$ cat config.mk
export PLATFORM = sky130hd
export DESIGN_NAME = rho_word_framer
export DESIGN_NICKNAME = d
export VERILOG_FILES = /design/src/rtl/rho_word_framer.sv
export SDC_FILE = /design/constraint.sdc
export NUM_CORES = 1
export LEC_CHECK = 0
export BUFFER_PORTS_ARGS = -buffer_cell sky130_fd_sc_hd__buf_2
export CORE_MARGIN = 5
export CORE_UTILIZATION = 35
export CTS_CLUSTER_DIAMETER = 60
export DETAILED_ROUTE_END_ITERATION = 10
export PLACE_DENSITY = 0.65
export SYNTH_ARGS = -nofsm -noshare
export SYNTH_HDL_FRONTEND = slang
export SYNTH_SLANG_ARGS = --single-unit
$ cat constraint.sdc
create_clock -name clk -period 7 [get_ports clk]
set_input_delay 0 -clock clk [delete_from_list [all_inputs] [get_ports clk]]
set_output_delay 0 -clock clk [all_outputs]
set_load 0.005 [all_outputs]
$ cat src/rtl/rho_word_framer.sv
`default_nettype none
// ============================================================================
//  Module   : rho_word_framer
//  Purpose  : Host-side framer for the 32-bit rho datapath. Feeds a 128-bit
//             block to the state-update shift register as four pdi words,
//             drives the per-lane decrypt mask and the shift strobe, applies
//             Romulus padding to a short final block and returns the pdo
//             words to the host on a valid/ready stream.
//  Config   : RHO_OUTBUF2_EN - when defined, the output buffer is a 2-entry
//             FIFO so one-cycle host stalls do not back-pressure the input.
//             When undefined, a single output register is used.
//  Revision : 1.0 - initial release
// ============================================================================
module rho_word_framer (
  input  logic        clk,
  input  logic        rst,
  input  logic [31:0] bdi,
  input  logic [2:0]  bdi_size,
  input  logic        bdi_last,
  input  logic        bdi_valid,
  output logic        bdi_ready,
  input  logic        dec_mode,
  input  logic        out_en,
  input  logic        pad_only,
  output logic [31:0] pdi,
  output logic [3:0]  decrypt,
  output logic        se,
  input  logic [31:0] pdo,
  output logic        blk_full,
  output logic        blk_pad,
  input  logic        blk_ack,
  output logic [31:0] bdo,
  output logic [2:0]  bdo_size,
  output logic        bdo_last,
  output logic        bdo_valid,
  input  logic        bdo_ready
);

  typedef enum logic [1:0] {
    ST_FEED = 2'd0,
    ST_PAD  = 2'd1,
    ST_HOLD = 2'd2
  } state_t;

  localparam logic [4:0] C_FULL_BYTES = 5'd16;

  state_t      r_state;
  state_t      w_state_nxt;
  logic [1:0]  r_wcnt;
  logic [1:0]  w_wcnt_nxt;
  logic [4:0]  r_bcnt;
  logic [4:0]  w_bcnt_nxt;
  logic        r_pad;
  logic        w_pad_nxt;
  logic        r_live;

  logic [2:0]  w_sz;
  logic [3:0]  w_lmask;
  logic [31:0] w_bmask;
  logic        w_short;
  logic        w_last;
  logic [5:0]  w_bsum;
  logic [4:0]  w_bcnt_acc;
  logic        w_po;
  logic        w_take;
  logic        w_accept;
  logic        w_cap;
  logic        w_ofree;

  // Decode the byte count into an effective size and an MSB-first lane mask.
  always_comb begin
    w_sz    = 3'd4;
    w_lmask = 4'b1111;
    case (bdi_size)
      3'd1: begin w_sz = 3'd1; w_lmask = 4'b1000; end
      3'd2: begin w_sz = 3'd2; w_lmask = 4'b1100; end
      3'd3: begin w_sz = 3'd3; w_lmask = 4'b1110; end
      default: ;
    endcase
  end

  assign w_bmask    = {{8{w_lmask[3]}}, {8{w_lmask[2]}}, {8{w_lmask[1]}}, {8{w_lmask[0]}}};
  // A short word can only ever be the end of the message.
  assign w_short    = (w_sz != 3'd4);
  assign w_last     = bdi_last | w_short;
  assign w_bsum     = {1'b0, r_bcnt} + {3'b000, w_sz};
  assign w_bcnt_acc = (w_bsum > 6'd16) ? C_FULL_BYTES : w_bsum[4:0];
  // pad_only is only meaningful at the start of a block.
  assign w_po       = pad_only & (r_wcnt == 2'd0);
  // r_live keeps bdi_ready low while reset is asserted and for the first edge.
  assign w_take     = bdi_valid & w_ofree & r_live & ~w_po;
  assign w_cap      = w_accept & out_en;

  // Reset-qualified enable so the combinational ready is 0 during reset.
  always_ff @(posedge clk or negedge rst) begin
    if (!rst) r_live <= 1'b0;
    else      r_live <= 1'b1;
  end

  // Framer state, word counter, byte counter and pad flag.
  always_ff @(posedge clk or negedge rst) begin
    if (!rst) begin
      r_state <= ST_FEED;
      r_wcnt  <= 2'd0;
      r_bcnt  <= 5'd0;
      r_pad   <= 1'b0;
    end else begin
      r_state <= w_state_nxt;
      r_wcnt  <= w_wcnt_nxt;
      r_bcnt  <= w_bcnt_nxt;
      r_pad   <= w_pad_nxt;
    end
  end

  // Next-state logic plus the shift-side outputs (pdi, decrypt, se, ready).
  always_comb begin
    w_state_nxt = r_state;
    w_wcnt_nxt  = r_wcnt;
    w_bcnt_nxt  = r_bcnt;
    w_pad_nxt   = r_pad;
    w_accept    = 1'b0;
    bdi_ready   = 1'b0;
    se          = 1'b0;
    pdi         = 32'h0;
    decrypt     = 4'h0;
    case (r_state)
      ST_FEED: begin
        bdi_ready = w_ofree & r_live & ~w_po;
        if (w_po) begin
          // All-pad block of length zero: word3 carries bcnt = 0.
          w_state_nxt = ST_PAD;
          w_bcnt_nxt  = 5'd0;
          w_pad_nxt   = 1'b1;
        end else if (w_take) begin
          w_accept   = 1'b1;
          se         = 1'b1;
          decrypt    = {4{dec_mode}} & w_lmask;
          // Pad lanes are zero; a short word in the last slot carries the
          // length byte in its lowest lane, which is never a data lane.
          pdi        = (bdi & w_bmask) |
                       (((r_wcnt == 2'd3) && w_short) ? {27'h0, w_bcnt_acc} : 32'h0);
          w_wcnt_nxt = r_wcnt + 2'd1;
          w_bcnt_nxt = w_bcnt_acc;
          if (r_wcnt == 2'd3) begin
            w_state_nxt = ST_HOLD;
            w_pad_nxt   = w_short;
          end else if (w_last) begin
            w_state_nxt = ST_PAD;
            w_pad_nxt   = 1'b1;
          end
        end
      end
      ST_PAD: begin
        se         = 1'b1;
        pdi        = (r_wcnt == 2'd3) ? {27'h0, r_bcnt} : 32'h0;
        w_wcnt_nxt = r_wcnt + 2'd1;
        if (r_wcnt == 2'd3) begin
          w_state_nxt = ST_HOLD;
        end
      end
      ST_HOLD: begin
        if (blk_ack) begin
          w_state_nxt = ST_FEED;
          w_wcnt_nxt  = 2'd0;
          w_bcnt_nxt  = 5'd0;
          w_pad_nxt   = 1'b0;
        end
      end
      default: begin
        w_state_nxt = ST_FEED;
      end
    endcase
  end

  assign blk_full = (r_state == ST_HOLD);
  assign blk_pad  = (r_state == ST_HOLD) & r_pad;

`ifdef RHO_OUTBUF2_EN
  logic [31:0] r_fd [2];
  logic [2:0]  r_fs [2];
  logic [1:0]  r_fl;
  logic        r_wp;
  logic        r_rp;
  logic [1:0]  r_cnt;
  logic        w_drain;

  assign w_drain = (r_cnt != 2'd0) & bdo_ready;
  assign w_ofree = (r_cnt != 2'd2);

  // Two-entry output FIFO; capture and drain may coincide.
  always_ff @(posedge clk or negedge rst) begin
    if (!rst) begin
      r_fd[0] <= 32'h0;
      r_fd[1] <= 32'h0;
      r_fs[0] <= 3'd0;
      r_fs[1] <= 3'd0;
      r_fl    <= 2'b00;
      r_wp    <= 1'b0;
      r_rp    <= 1'b0;
      r_cnt   <= 2'd0;
    end else begin
      if (w_cap) begin
        r_fd[r_wp] <= pdo & w_bmask;
        r_fs[r_wp] <= w_sz;
        r_fl[r_wp] <= w_last;
        r_wp       <= ~r_wp;
      end
      if (w_drain) begin
        r_rp <= ~r_rp;
      end
      case ({w_cap, w_drain})
        2'b10:   r_cnt <= r_cnt + 2'd1;
        2'b01:   r_cnt <= r_cnt - 2'd1;
        default: r_cnt <= r_cnt;
      endcase
    end
  end

  assign bdo_valid = (r_cnt != 2'd0);
  assign bdo       = bdo_valid ? r_fd[r_rp] : 32'h0;
  assign bdo_size  = bdo_valid ? r_fs[r_rp] : 3'd0;
  assign bdo_last  = bdo_valid & r_fl[r_rp];
`else
  logic        r_bv;
  logic [31:0] r_bdo;
  logic [2:0]  r_bsz;
  logic        r_blast;

  // The register is free when empty or when its word leaves this cycle.
  assign w_ofree = ~r_bv | bdo_ready;

  // Single output register; a new capture overrides the drain.
  always_ff @(posedge clk or negedge rst) begin
    if (!rst) begin
      r_bv    <= 1'b0;
      r_bdo   <= 32'h0;
      r_bsz   <= 3'd0;
      r_blast <= 1'b0;
    end else if (w_cap) begin
      r_bv    <= 1'b1;
      r_bdo   <= pdo & w_bmask;
      r_bsz   <= w_sz;
      r_blast <= w_last;
    end else if (r_bv & bdo_ready) begin
      r_bv    <= 1'b0;
    end
  end

  assign bdo_valid = r_bv;
  assign bdo       = r_bv ? r_bdo : 32'h0;
  assign bdo_size  = r_bv ? r_bsz : 3'd0;
  assign bdo_last  = r_bv & r_blast;
`endif

endmodule
`default_nettype wire

Yosys cells after proc, flatten, opt, wreduce, memory -nomap -nowiden
Index checks and enable logic that the tools add are counted.
- input port bits: 76
- output and inout port bits: 77
- bits in writable memories: 0
- register bits: 48
- latch bits: 0
- memories: 0
- ROM bits: 0
- logic and storage cells: 93
- muxes and demuxes: 40
- $mul: 0
- bitwise operators: 18
- divide/modulo/power cells: 0
- reductions and logical operators: 10
- $lt $le $gt $ge: 1
- equal/unequal tests: 13
- add/subtract/negate cells: 2
- shifts and indexed selects: 0
- operator list (operator ; count):
    $mux 32 ; 3
    $and 32x32->32 ; 2
    $pmux 32 s2 ; 1
    $or 32x5->32 ; 1
    $mux 5 ; 6
    $pmux 3 s3 ; 2
    $mux 2 ; 8
    $mux 4 ; 3
    $pmux 2 s3 ; 2
    $reduce_and 4->1 ; 3
    $mux 1 ; 11
    $and 1x1->1 ; 10
    $pmux 5 s2 ; 1
    $add 5x3->6 ; 1
    $eq 3x2->1 const B ; 2
    $gt 6x5->1 const B ; 1
    $ne 2x2->1 const B ; 3
    $ne 3x3->1 const B ; 2
    $and 4x4->4 ; 1
    $eq 2x2->1 const B ; 2
    $logic_not 2->1 ; 2
    $ne 4x4->1 const B ; 1
    $pmux 1 s2 ; 2
    $reduce_bool 2->1 ; 2
    other kinds (10) ; 12

Depth between registers and ports, before layout
- depth after elaboration: 10
- mapped depth: 10

Worst setup path after synthesis
Ideal clock, no wire load.
- path type: reg-to-reg
- from: register r_bcnt[0]
- to: register r_bcnt[0]
- arrival: 2.288 ns
- path slack: 4.646 ns
- buffers on the path: 0
- data required time: 6.934 ns
- setup time: 0.066 ns
- cell stages (with the launch flop): 8
- path through: dfrtp_1 -> ha_1 -> fa_1 -> xor2_1 -> or4_1 -> a211o_1 -> a31oi_4 -> a22o_1
- word-level cells in the longest chain between the ends: 6
- RTL lines (element ; RTL line ; text):
    start: declaration ; 51 ; logic [4:0] r_bcnt;
    start signal: assignment ; 110 ; r_bcnt <= w_bcnt_nxt;
    $add 5x3->6 (*) ; 86 ; assign w_bsum = {1'b0, r_bcnt} + {3'b000, w_sz};
    $gt 6x5->1 ; 87 ; assign w_bcnt_acc = (w_bsum > 6'd16) ? C_FULL_BYTES : w_bsum[4:0];
    $mux 5 (*) ; 87 ;
    $mux 5 (*) ; 134 ; end else if (w_take) begin
    $mux 5 (*) ; 129 ; if (w_po) begin
    $pmux 5 s2 (*) ; 126 ; case (r_state)
Mark *: on every way between the ends. The rest lies on a longest branch, timed or not. The select of a mux whose other input is x is not followed.
A chain may end at the register's enable or synchronous reset.

Final worst setup path
- from: register r_bv, in the netlist bdo_valid
- to: register r_bdo[26]
- word-level cells in the longest chain between the ends: 9
- RTL lines (element ; RTL line ; text):
    start: declaration ; 224 ; logic r_bv;
    start signal: assignment ; 235 ; r_bv <= 1'b0;
    start signal: assignment ; 240 ; r_bv <= 1'b1;
    start signal: assignment ; 245 ; r_bv <= 1'b0;
    $not 1->1 ; 230 ; assign w_ofree = ~r_bv | bdo_ready;
    $or 1x1->1 ; 230 ;
    $and 1x1->1 (3 in a row) ; 91 ; assign w_take = bdi_valid & w_ofree & r_live & ~w_po;
    $mux 1 ; 134 ;
    $mux 1 ; 129 ;
    $mux 1 ; 126 ;
    $and 1x1->1 ; 92 ; assign w_cap = w_accept & out_en;
    end signal: assignment ; 241 ; r_bdo <= pdo & w_bmask;
    end: declaration ; 225 ; logic [31:0] r_bdo;
Every way passes these cells.

==> results summary <==
The total cell area at the placement stage is 0.003603 mm². In this run, CTS created clock tree buffers numbering 5. STA classifies the critical path startpoint as a flip-flop. The total number of clock tree sinks is 48. The flow ran to the end, and the final reports show no timing, DRC or antenna violations. The area fraction of the dominant cell type after synthesis is 42.78%.

The endpoint type of the worst setup path is a flip-flop. Once detail routing completed, the nets flagged for antenna violations numbered 0. The clock network latency to the later pin of the worst-skew pair is 0.30 ns.

The fmax is 326.1 MHz. The proportion of total power due to net switching came out at 35.80%. The final setup violation count is 0. The clock tree synthesis step divided the H-tree into 2 levels.

The leakage power of the design came out at 2.309 nW. The TritonCTS clock tree is yes. The most instantiated library cell after synthesis is nand2_1. For this run, the total global-route usage over all layers was measured as 17.30%. In this run the clock root is driven by a clkbuf_8. The number of antenna violations at the first check in global routing is 0. The count of yosys warnings during synthesis is 0.

The cell count after synthesis came out at 316. In the final routed layout, each cell accounts on average for 14.93 µm. The final critical path takes up 43.80% of the cycle. In this run the worst hold path is classified as in2reg. The first global-routing pass estimated 13.85 mm of wire. The routed design has 8.826 mm of wire. The estimated wirelength of the detail-placed design is 6.354 mm. The number of vias in the routed layout is 2815.

The number of max-cap violations is 0. The finished cells cover 0.004031 mm². The critical path is of the reg2reg type. STA puts the critical path data required time at 7.19 ns. Between clock sinks in the finished design, the worst skew comes to 0.004598 ns.

The clock network fraction of total power is 16.6%. The buffer depth of the longest clock path is 2. The total of fill cells in the finished design is 745. After clock tree synthesis, the clock-pin slew on the worst setup and hold paths is 0.09 ns. dfrtp_1 takes more of the synthesized area than any other cell. The pin slew with the least headroom to its limit is 1.078 ns. The area of the core came out at 0.007767 mm². Setup repair after global routing left no endpoint under its margin. Once the floorplan was initialized, standard cells occupied 36.15% of the core. The die outline area is 0.009913 mm². The post-synthesis async set-or-reset flop share came out at 100.0%. The width of the chip is 99.57 µm.

Cells with a size suffix above 1 make up 37.22% of the layout. The share of power burned in registers came out at 45.1%. Power spread over the standard cell area amounts to 262.5 mW/mm². The mean number of vias per cell is 4.763. The shortest clock period the worst path allows after layout is 3.066 ns. The total negative setup slack came out at 0 ns. 0 antenna diodes ended up in the layout. Yosys mapped the design onto 39 distinct sky130hd cell types. The y dimension of the die is 99.57 µm. Along the worst path, the maximum fanout reaches 63. The total count of max-transition violations in the final report came out at 0. Ranked by total cell area, the synthesized netlist is headed by dfrtp_1 43%, and2_1 10%, nand2_1 7.8%. The number of gates resized after CTS was 0. The first TritonRoute pass finished after 5 iterations. The signed area change from the synthesized netlist to the final layout came out at 43.58%.

The largest net degree at the start of global routing is 64. The number of setup buffers added after CTS is 0. The end-of-flow core utilization came out at 51.90%. The maximum vdd drop is 0.0001030 V.

Per report_power, the combinational group accounts for 38.3% of the total. The top-level I/O count is 153. The via count of the first global-routing pass is 2713.

The DRC marker count from the first detailed-route iteration came out at 110. The number of standard-cell rows in the floorplan came out at 32. The most used flip-flop cell after synthesis is dfrtp_1. The relative max-transition margin came out at 28.15%. The count of flip-flops with a built-in enable after synthesis came out at 0. After synthesis the netlist holds a flip-flop and latch count of 48. The final net count came out at 571.

The number of failing hold endpoints at the final stage was 0. The total grt overflow came out at 0. The synthesized netlist net count is 399. Port buffering added 152 buffers. In this run the cell area of the synthesized design comes to 0.002808 mm². The data arrival time of the critical path is 3.26 ns. A synthesized cell averages 8.885 µm². At the end of routability-driven placement, the weighted congestion stood at 0.8417. For this run, design rule violations remaining after detail routing come to 0. In the synthesized netlist, the cells that appear most often are 58 x nand2_1, 48 x dfrtp_1, 46 x and2_1. The net load switching power came out at 378.9 µW. The cell-internal power came out at 679.5 µW.

For this run, the register share of the synthesized area comes to 42.78%.
==> kinds of logic after synthesis <==
| kind of cell | share of synthesized area [%] |
|---|---|
| AO/OA/AOI/OAI | 14.57 |
| XOR/XNOR | 0.6240 |
| adder cells (fa/ha/maj) | 3.387 |
| buffers and inverters | 3.966 |
| flip-flops | 42.78 |
| multiplexers | 5.570 |
| other | 0.1336 |
| AND/OR/NAND/NOR | 28.97 |
==> metal layers <==
layer | global-route usage, % | wire length (µm) | share of wire, % | vias up
met3 | 4.348 | 576 | 6.5 | 7
met5 | 0 | 0 | 0 | -
met4 | 4.202 | 84 | 0.95 | 0
li1 | - | - | - | 1415
met1 | 24.19 | 4092 | 46 | 1301
met2 | 26.91 | 4072 | 46 | 92
==> registers in the layout, indices dropped and copies added, names as in the netlist <==
signal,count
r_live,1
r_pad,1
bdo_valid,1
r_state,2
r_wcnt,2
r_bdo,32
r_bcnt,5
r_bsz,3
r_blast,1
==> metrics by stage <==
stage	std cells	setup slack, ns	hold slack, ns	total power, mW
final	591	3.934	0.01120	1.058
after CTS	591	3.946	0.003871	1.064
after floorplan	316	4.646	-0.2956	0.7349
after global placement	550	4.100	0.2353	0.8591
after detailed placement	550	3.954	0.2419	0.8720
after global routing	591	3.608	0.002671	1.150
==> worst max-delay path, cell delays in order (launching register included) <==
cell and delay, ns:
dfrtp_1 0.75, nand2b_1 0.33, and4_1 0.89, nand2_4 0.54, mux2_2 0.43
==> power groups by stage <==
stage | logic (mW) | registers [mW] | clock network [mW]
final | 0.406 | 0.477 | 0.176
after global routing | 0.462 | 0.495 | 0.193
after CTS | 0.407 | 0.475 | 0.182
after detailed placement | 0.391 | 0.481 | 0
after global placement | 0.383 | 0.476 | 0
after floorplan | 0.289 | 0.446 | 0
==> path summary, 6_finish.rpt <==
path / startpoint / endpoint / slack, ns / cells past startpoint
max: bdo_valid$_DFFE_PN0P_ / r_bdo[26]$_DFFE_PN0P_ / 3.93 / 4
min: blk_ack / r_state[1]$_DFFE_PN0P_ / 0.01 / 3
max reg2reg: bdo_valid$_DFFE_PN0P_ / r_bdo[26]$_DFFE_PN0P_ / 3.93 / 4
min reg2reg: r_bdo[10]$_DFFE_PN0P_ / r_bdo[10]$_DFFE_PN0P_ / 0.48 / 2
max in group asynchronous: rst / r_bdo[28]$_DFFE_PN0P_ / 5.91 / 2
min in group asynchronous: rst / r_bdo[18]$_DFFE_PN0P_ / 0.43 / 2
==> layout make-up <==
type	count	area [µm²]	share of cell area [%]
Sequential cell	48	1201	29.80
Multi-Input combinational cell	243	1495	37.09
Timing Repair Buffer	185	1091	27.06
Clock buffer	6	82.58	2.048
Tap cell	102	127.6	3.166
Inverter	5	18.77	0.4655
Clock inverter	2	15.01	0.3724
==> cells in the final DEF, fill, tap and decap left out, types with 2 or more instances in the layout <==
cell type      Yosys  final
a21oi_1            8      8
o21ai_0           35     35
mux2_2            13     13
a22o_1             6      6
buf_2              2    152
nand3_1            3      3
xor2_1             2      2
nand2_1           58     58
dfrtp_1           48     48
dlygate4sd3_1      0     33
ha_1               6      6
clkinvlp_4         0      2
a22oi_1            2      2
inv_1              5      5
a21o_1             2      2
clkbuf_8           0      6
nor2_1             7      7
and3_1            26     26
a31o_2             4      4
and2_1            46     46
nand2b_1           4      4
nor2b_1            4      4
==> what timing repair did <==
item	CTS	global route
endpoints found under the setup margin	0	0
hold buffers	33	0
hold endpoints to repair	80	0
(Power assumes the default switching activity.)
